==> config.mk <==
export PLATFORM = sky130hd
export DESIGN_NAME = icache_event_counters
export DESIGN_NICKNAME = d
export VERILOG_FILES = /design/src/rtl/icache_event_counters.sv
export SDC_FILE = /design/constraint.sdc
export NUM_CORES = 1
export LEC_CHECK = 0
export BUFFER_PORTS_ARGS = -buffer_cell sky130_fd_sc_hd__buf_2
export CORE_MARGIN = 3
export CORE_UTILIZATION = 30
export DETAILED_ROUTE_END_ITERATION = 12
export PLACE_DENSITY = 0.41
export SYNTH_ARGS = -nofsm -noshare
export SYNTH_HDL_FRONTEND = slang
export SYNTH_SLANG_ARGS = --single-unit
==> constraint.sdc <==
create_clock -name clk_i -period 6 [get_ports clk_i]
set_input_delay 0.9 -clock clk_i [delete_from_list [all_inputs] [get_ports clk_i]]
set_output_delay 0.9 -clock clk_i [all_outputs]
set_load 0.1 [all_outputs]
==> src/rtl/icache_event_counters.sv <==
`default_nettype none
// ============================================================================
// Module      : icache_event_counters
// Description : Event counter bank for the instruction cache. Every L0 event
//               bit of every fetch port and every L1 event bit feeds its own
//               saturating counter. Counters are read or cleared through a
//               single-cycle register port (always accepted, 1-cycle response).
//
//               Counter index map (bit b of each packed event struct):
//                 L0 port p : index 5p + b
//                             b0 stall, b1 double_hit, b2 prefetch,
//                             b3 hit, b4 miss
//                 L1        : index 5*NR_FETCH_PORTS + b
//                             b0 handler_stall, b1 stall, b2 hit, b3 miss
//               Address NUM_CNT is the clear-all code.
//
// Optional    : ICACHE_EVENT_SNAPSHOT_EN
//               Adds snapshot_i and a shadow bank. A snapshot copies the
//               pre-increment, pre-clear live values into the shadow bank;
//               reads then return shadow values while clears still act on
//               the live counters.
//
// Ports       : clk_i        clock
//               rst_i        synchronous active-high reset
//               enable_i     1 = count events, 0 = freeze counting
//               l0_events_i  per-port L0 event vectors (5 bits per port)
//               l1_events_i  L1 event vector (4 bits)
//               snapshot_i   (optional) capture live counters into shadow
//               req_i        register access request
//               we_i         1 = clear, 0 = read
//               addr_i       counter index or clear-all code
//               rdata_o      read data
//               rvalid_o     response valid
//               rerr_o       address error, qualified by rvalid_o
//               sat_o        sticky: some counter saturated
//
// Revision    : 1.0 - initial release
// ============================================================================
module icache_event_counters #(
  parameter int NR_FETCH_PORTS = 2,
  parameter int CNT_W          = 32,
  localparam int NUM_CNT       = 5 * NR_FETCH_PORTS + 4,
  localparam int ADDR_W        = $clog2(NUM_CNT + 1)
) (
  input  logic                        clk_i,
  input  logic                        rst_i,
  input  logic                        enable_i,
  input  logic [5*NR_FETCH_PORTS-1:0] l0_events_i,
  input  logic [3:0]                  l1_events_i,
`ifdef ICACHE_EVENT_SNAPSHOT_EN
  input  logic                        snapshot_i,
`endif
  input  logic                        req_i,
  input  logic                        we_i,
  input  logic [ADDR_W-1:0]           addr_i,
  output logic [CNT_W-1:0]            rdata_o,
  output logic                        rvalid_o,
  output logic                        rerr_o,
  output logic                        sat_o
);

  localparam logic [ADDR_W-1:0] c_clr_all_addr = ADDR_W'(NUM_CNT);

  // L0 ports occupy the low indices, L1 sits directly above them, so a plain
  // concatenation yields the counter index map.
  logic [NUM_CNT-1:0] w_events;
  assign w_events = {l1_events_i, l0_events_i};

  logic             w_rd_req;
  logic             w_wr_req;
  logic             w_in_range;
  logic             w_clr_all;
  logic [NUM_CNT-1:0] w_clr;
  logic [NUM_CNT-1:0] w_inc;
  logic [NUM_CNT-1:0] w_at_max;
  logic [NUM_CNT-1:0] w_sat_hit;
  logic [CNT_W-1:0] w_rd_val;

  logic [CNT_W-1:0] r_cnt [NUM_CNT];
  logic             r_sat;
  logic [CNT_W-1:0] r_rdata;
  logic             r_rvalid;
  logic             r_rerr;

  assign w_rd_req   = req_i & ~we_i;
  assign w_wr_req   = req_i & we_i;
  assign w_in_range = (addr_i < c_clr_all_addr);
  assign w_clr_all  = w_wr_req & (addr_i == c_clr_all_addr);

  // Per-counter control. A clear on a counter suppresses its event for that
  // cycle, including the saturation report it would otherwise raise.
  generate
    for (genvar i = 0; i < NUM_CNT; i++) begin : g_cnt_ctl
      assign w_clr[i]     = w_clr_all | (w_wr_req & (addr_i == ADDR_W'(i)));
      assign w_inc[i]     = enable_i & w_events[i];
      assign w_at_max[i]  = &r_cnt[i];
      assign w_sat_hit[i] = w_inc[i] & w_at_max[i] & ~w_clr[i];
    end
  endgenerate

  always_ff @(posedge clk_i) begin
    if (rst_i) begin
      for (int i = 0; i < NUM_CNT; i++) begin
        r_cnt[i] <= '0;
      end
    end else begin
      for (int i = 0; i < NUM_CNT; i++) begin
        if (w_clr[i]) begin
          r_cnt[i] <= '0;
        end else if (w_inc[i] && !w_at_max[i]) begin
          r_cnt[i] <= r_cnt[i] + CNT_W'(1);
        end
      end
    end
  end

  always_ff @(posedge clk_i) begin
    if (rst_i) begin
      r_sat <= 1'b0;
    end else if (w_clr_all) begin
      r_sat <= 1'b0;
    end else if (|w_sat_hit) begin
      r_sat <= 1'b1;
    end
  end

`ifdef ICACHE_EVENT_SNAPSHOT_EN
  logic [CNT_W-1:0] r_shadow [NUM_CNT];

  // Captures the current register contents, i.e. values before this cycle's
  // increments and clears take effect.
  always_ff @(posedge clk_i) begin
    if (rst_i) begin
      for (int i = 0; i < NUM_CNT; i++) begin
        r_shadow[i] <= '0;
      end
    end else if (snapshot_i) begin
      for (int i = 0; i < NUM_CNT; i++) begin
        r_shadow[i] <= r_cnt[i];
      end
    end
  end

  always_comb begin
    w_rd_val = '0;
    for (int i = 0; i < NUM_CNT; i++) begin
      if (addr_i == ADDR_W'(i)) begin
        w_rd_val = r_shadow[i];
      end
    end
  end
`else
  always_comb begin
    w_rd_val = '0;
    for (int i = 0; i < NUM_CNT; i++) begin
      if (addr_i == ADDR_W'(i)) begin
        w_rd_val = r_cnt[i];
      end
    end
  end
`endif

  // Response stage: reads return the pre-increment value of the request
  // cycle; clears and bad addresses return zero. rdata holds between
  // responses, rerr is only meaningful alongside rvalid.
  always_ff @(posedge clk_i) begin
    if (rst_i) begin
      r_rvalid <= 1'b0;
      r_rdata  <= '0;
      r_rerr   <= 1'b0;
    end else begin
      r_rvalid <= req_i;
      if (req_i) begin
        r_rdata <= (w_rd_req && w_in_range) ? w_rd_val : '0;
        r_rerr  <= w_rd_req ? ~w_in_range : (addr_i > c_clr_all_addr);
      end else begin
        r_rerr  <= 1'b0;
      end
    end
  end

  assign rdata_o  = r_rdata;
  assign rvalid_o = r_rvalid;
  assign rerr_o   = r_rerr;
  assign sat_o    = r_sat;

endmodule
`default_nettype wire

==> flow_summary.yaml <==
timing:
  timing.setup.tns_ns: 0
  tightest_slew_ns: 1.151
  setup_ws_ns: 2.038
  rsz0062_at_grt: "no"
  max_clock_freq_mhz: 252.4
  whs_ns: 0.4597
  min_period_ns: 3.962
  finalMaxSlewViolations: 0
  finalHoldViolCount: 0
  setup_violations: 0
  slew_headroom_pct: 22.96
  skew_ns: 0.03019
  period_share_pct: 66.04
clocking:
  clk_latency_ns: 0.64
  clock_path_buffers: 3
  cts_resized: 0
  clk_pin_slew_ns: 0.06
  ctsHoldBuffers: 0
  cts_setup_buffers: 0
  clkSinkCount: 483
  cts_tree: "built"
  cts-root-buf: "clkbuf_16"
  numCtsBuffers: 60
  h-tree-depth: 2
layout:
  synthToLayoutAreaGrowth_pct: 11.84
  drive_gt1_share_pct: 9.131
  nets: 2938
  fin_cells: 4201
  fin_util_pct: 34.06
logic_synthesis:
  avgSynthCellArea_sq_um: 9.993
  synthFlopType: "edfxtp_1"
  yosys_warnings: 0
  synth_cell_types: 75
  ys_ff_latch: 483
  synth_common_cells: "nor2_1, edfxtp_1, xor2_1"
  synthArstFlopShare_pct: 0
  syn_nets: 2903
  synth_most_common_cell: "nor2_1"
  yosysTopAreaCell: "edfxtp_1"
  synth.top_cell.area_share_pct: 46.97
  synth.area.top_cells: "edfxtp_1, xor2_1, nor2_1, xnor2_1, mux4_2"
  netlist_area_sq_um: 28640
  syn_inst: 2866
  synth_edf_count: 448
  ys_seq_area_share_pct: 49.42
global_route:
  antenna_found_initial: 4
  grt_pass1_wl_um: 155700
  gr-total-overflow: 0
  grt_max_degree: 57
  first_global_vias: 21960
  grt_use_total_pct: 21.20
placed_design:
  pre_cts_ws_ns: 1.432
  hpwl_um: 81000
  place_inst: 4093
  gp_congestion: 0.9808
  port_buffers: 57
routing:
  wire_per_inst_um: 25.47
  post_drt_via_cell_ratio: 5.510
  dr_total_vias: 23150
  first_iter_violations: 2403
  postRouteAntennaNets: 0
  wirelength_um: 107000
  first_pass_iters: 5
  drc: 0
floorplan:
  die_w_um: 315.0
  start_util_pct: 30.46
  die_area_sq_um: 99210
  die_h_um: 315.0
  ios: 58
  rows: 112
  core_area_sq_um: 94030
worst_setup_path:
  arrival_ns: 4.51
  critPathCaptureType: "flop"
  cp_data_required_time_ns: 6.54
  crit_type: "input pin to flop"
  start_kind: "input pin"
  cp_max_fo: 36
outcome:
  status: "finished clean"
flow_run:
  cap_violations: 0
worst_hold_path:
  hold_path_class: "flop to flop"
pwr:
  powerDensity_nw_per_um2: 266.2
  ir_drop_v: 0.0002074
  p_leak_nw: 10.46
## flip-flops by register name, summed over array words and instances, names as in the netlist
| name | cells |
|---|---|
| rdata_o | 32 |
| sat_o | 1 |
| r_cnt | 448 |
| rerr_o | 1 |
| rvalid_o | 1 |
## metal layers
layer | up-vias | global-route usage (%) | part of all wire (%)
li1 | 10460 | - | -
met3 | 150 | 2.820 | 6.1
met2 | 800 | 32.08 | 44
met4 | 2 | 6.625 | 3.2
met1 | 11740 | 31.28 | 47
met5 | - | 0 | 0.016
## critical path: stages
cell and delay, ns:
buf_4 0.46, inv_1 0.49, nand2_1 0.56, buf_4 0.29, nor2_1 0.06, a2111oi_0 0.91, o221ai_1 0.43, a221oi_1 0.35
## worst paths after layout
| check | slack (ns) | depth (start not counted) | startpoint | end |
|---|---|---|---|---|
| setup / recovery | 2.04 | 8 | addr_i[0] | rdata_o[0] |
| hold / removal | 0.46 | 2 | rdata_o[6] | rdata_o[6] |
| setup reg to reg | 2.12 | 7 | r_cnt[0][0] | r_cnt[0][24] |
| hold reg to reg | 0.46 | 2 | rdata_o[6] | rdata_o[6] |
## cells in the final DEF, fill, tap and decap left out, types with 82 or more instances in the layout
cell type,count
a21oi_1,82
xor2_1,260
nand4_1,96
nand2_1,252
xnor2_1,150
and3_1,83
o21ai_0,110
nor2_1,573
edfxtp_1,448
nand3_1,176
## power breakdown
group	total (mW)	leakage, nW	switching [mW]	internal, mW
combinational	0.854	4.52	0.566	0.287
sequential	4.31	5.07	0.384	3.92
clock	3.37	0.874	1.50	1.86
total	8.53	10.5	2.46	6.07
## cells by family after synthesis
kind of cell | share of synthesized area, %
AOI/OAI and AO/OA | 7.707
xor gates and xnor gates | 12.54
adders and majority gates | 0.6117
buffers and inverters | 2.683
DFF | 49.42
muxes | 4.443
and+or+nand+nor | 22.60
## area by class of cell
cell class | count | area (sq um)
well taps | 1254 | 1569
multi-input cells | 2211 | 13750
fillers | 9563 | 62000
repair buffers | 106 | 658.1
clock buffers | 72 | 1546
clock inverters | 35 | 207.7
inverters | 39 | 146.4
diodes | 1 | 2.502
flip-flops and latches | 483 | 14150
## per-stage QoR
step / cell area (sq um) / power, mW
after global routing: 32030 / 8.844
after global placement: 30270 / 5.203
after CTS: 32030 / 8.609
after detailed placement: 30270 / 5.208
final: 32030 / 8.527
after floorplan: 28640 / 4.750
Power figures use the tool's default switching activity.
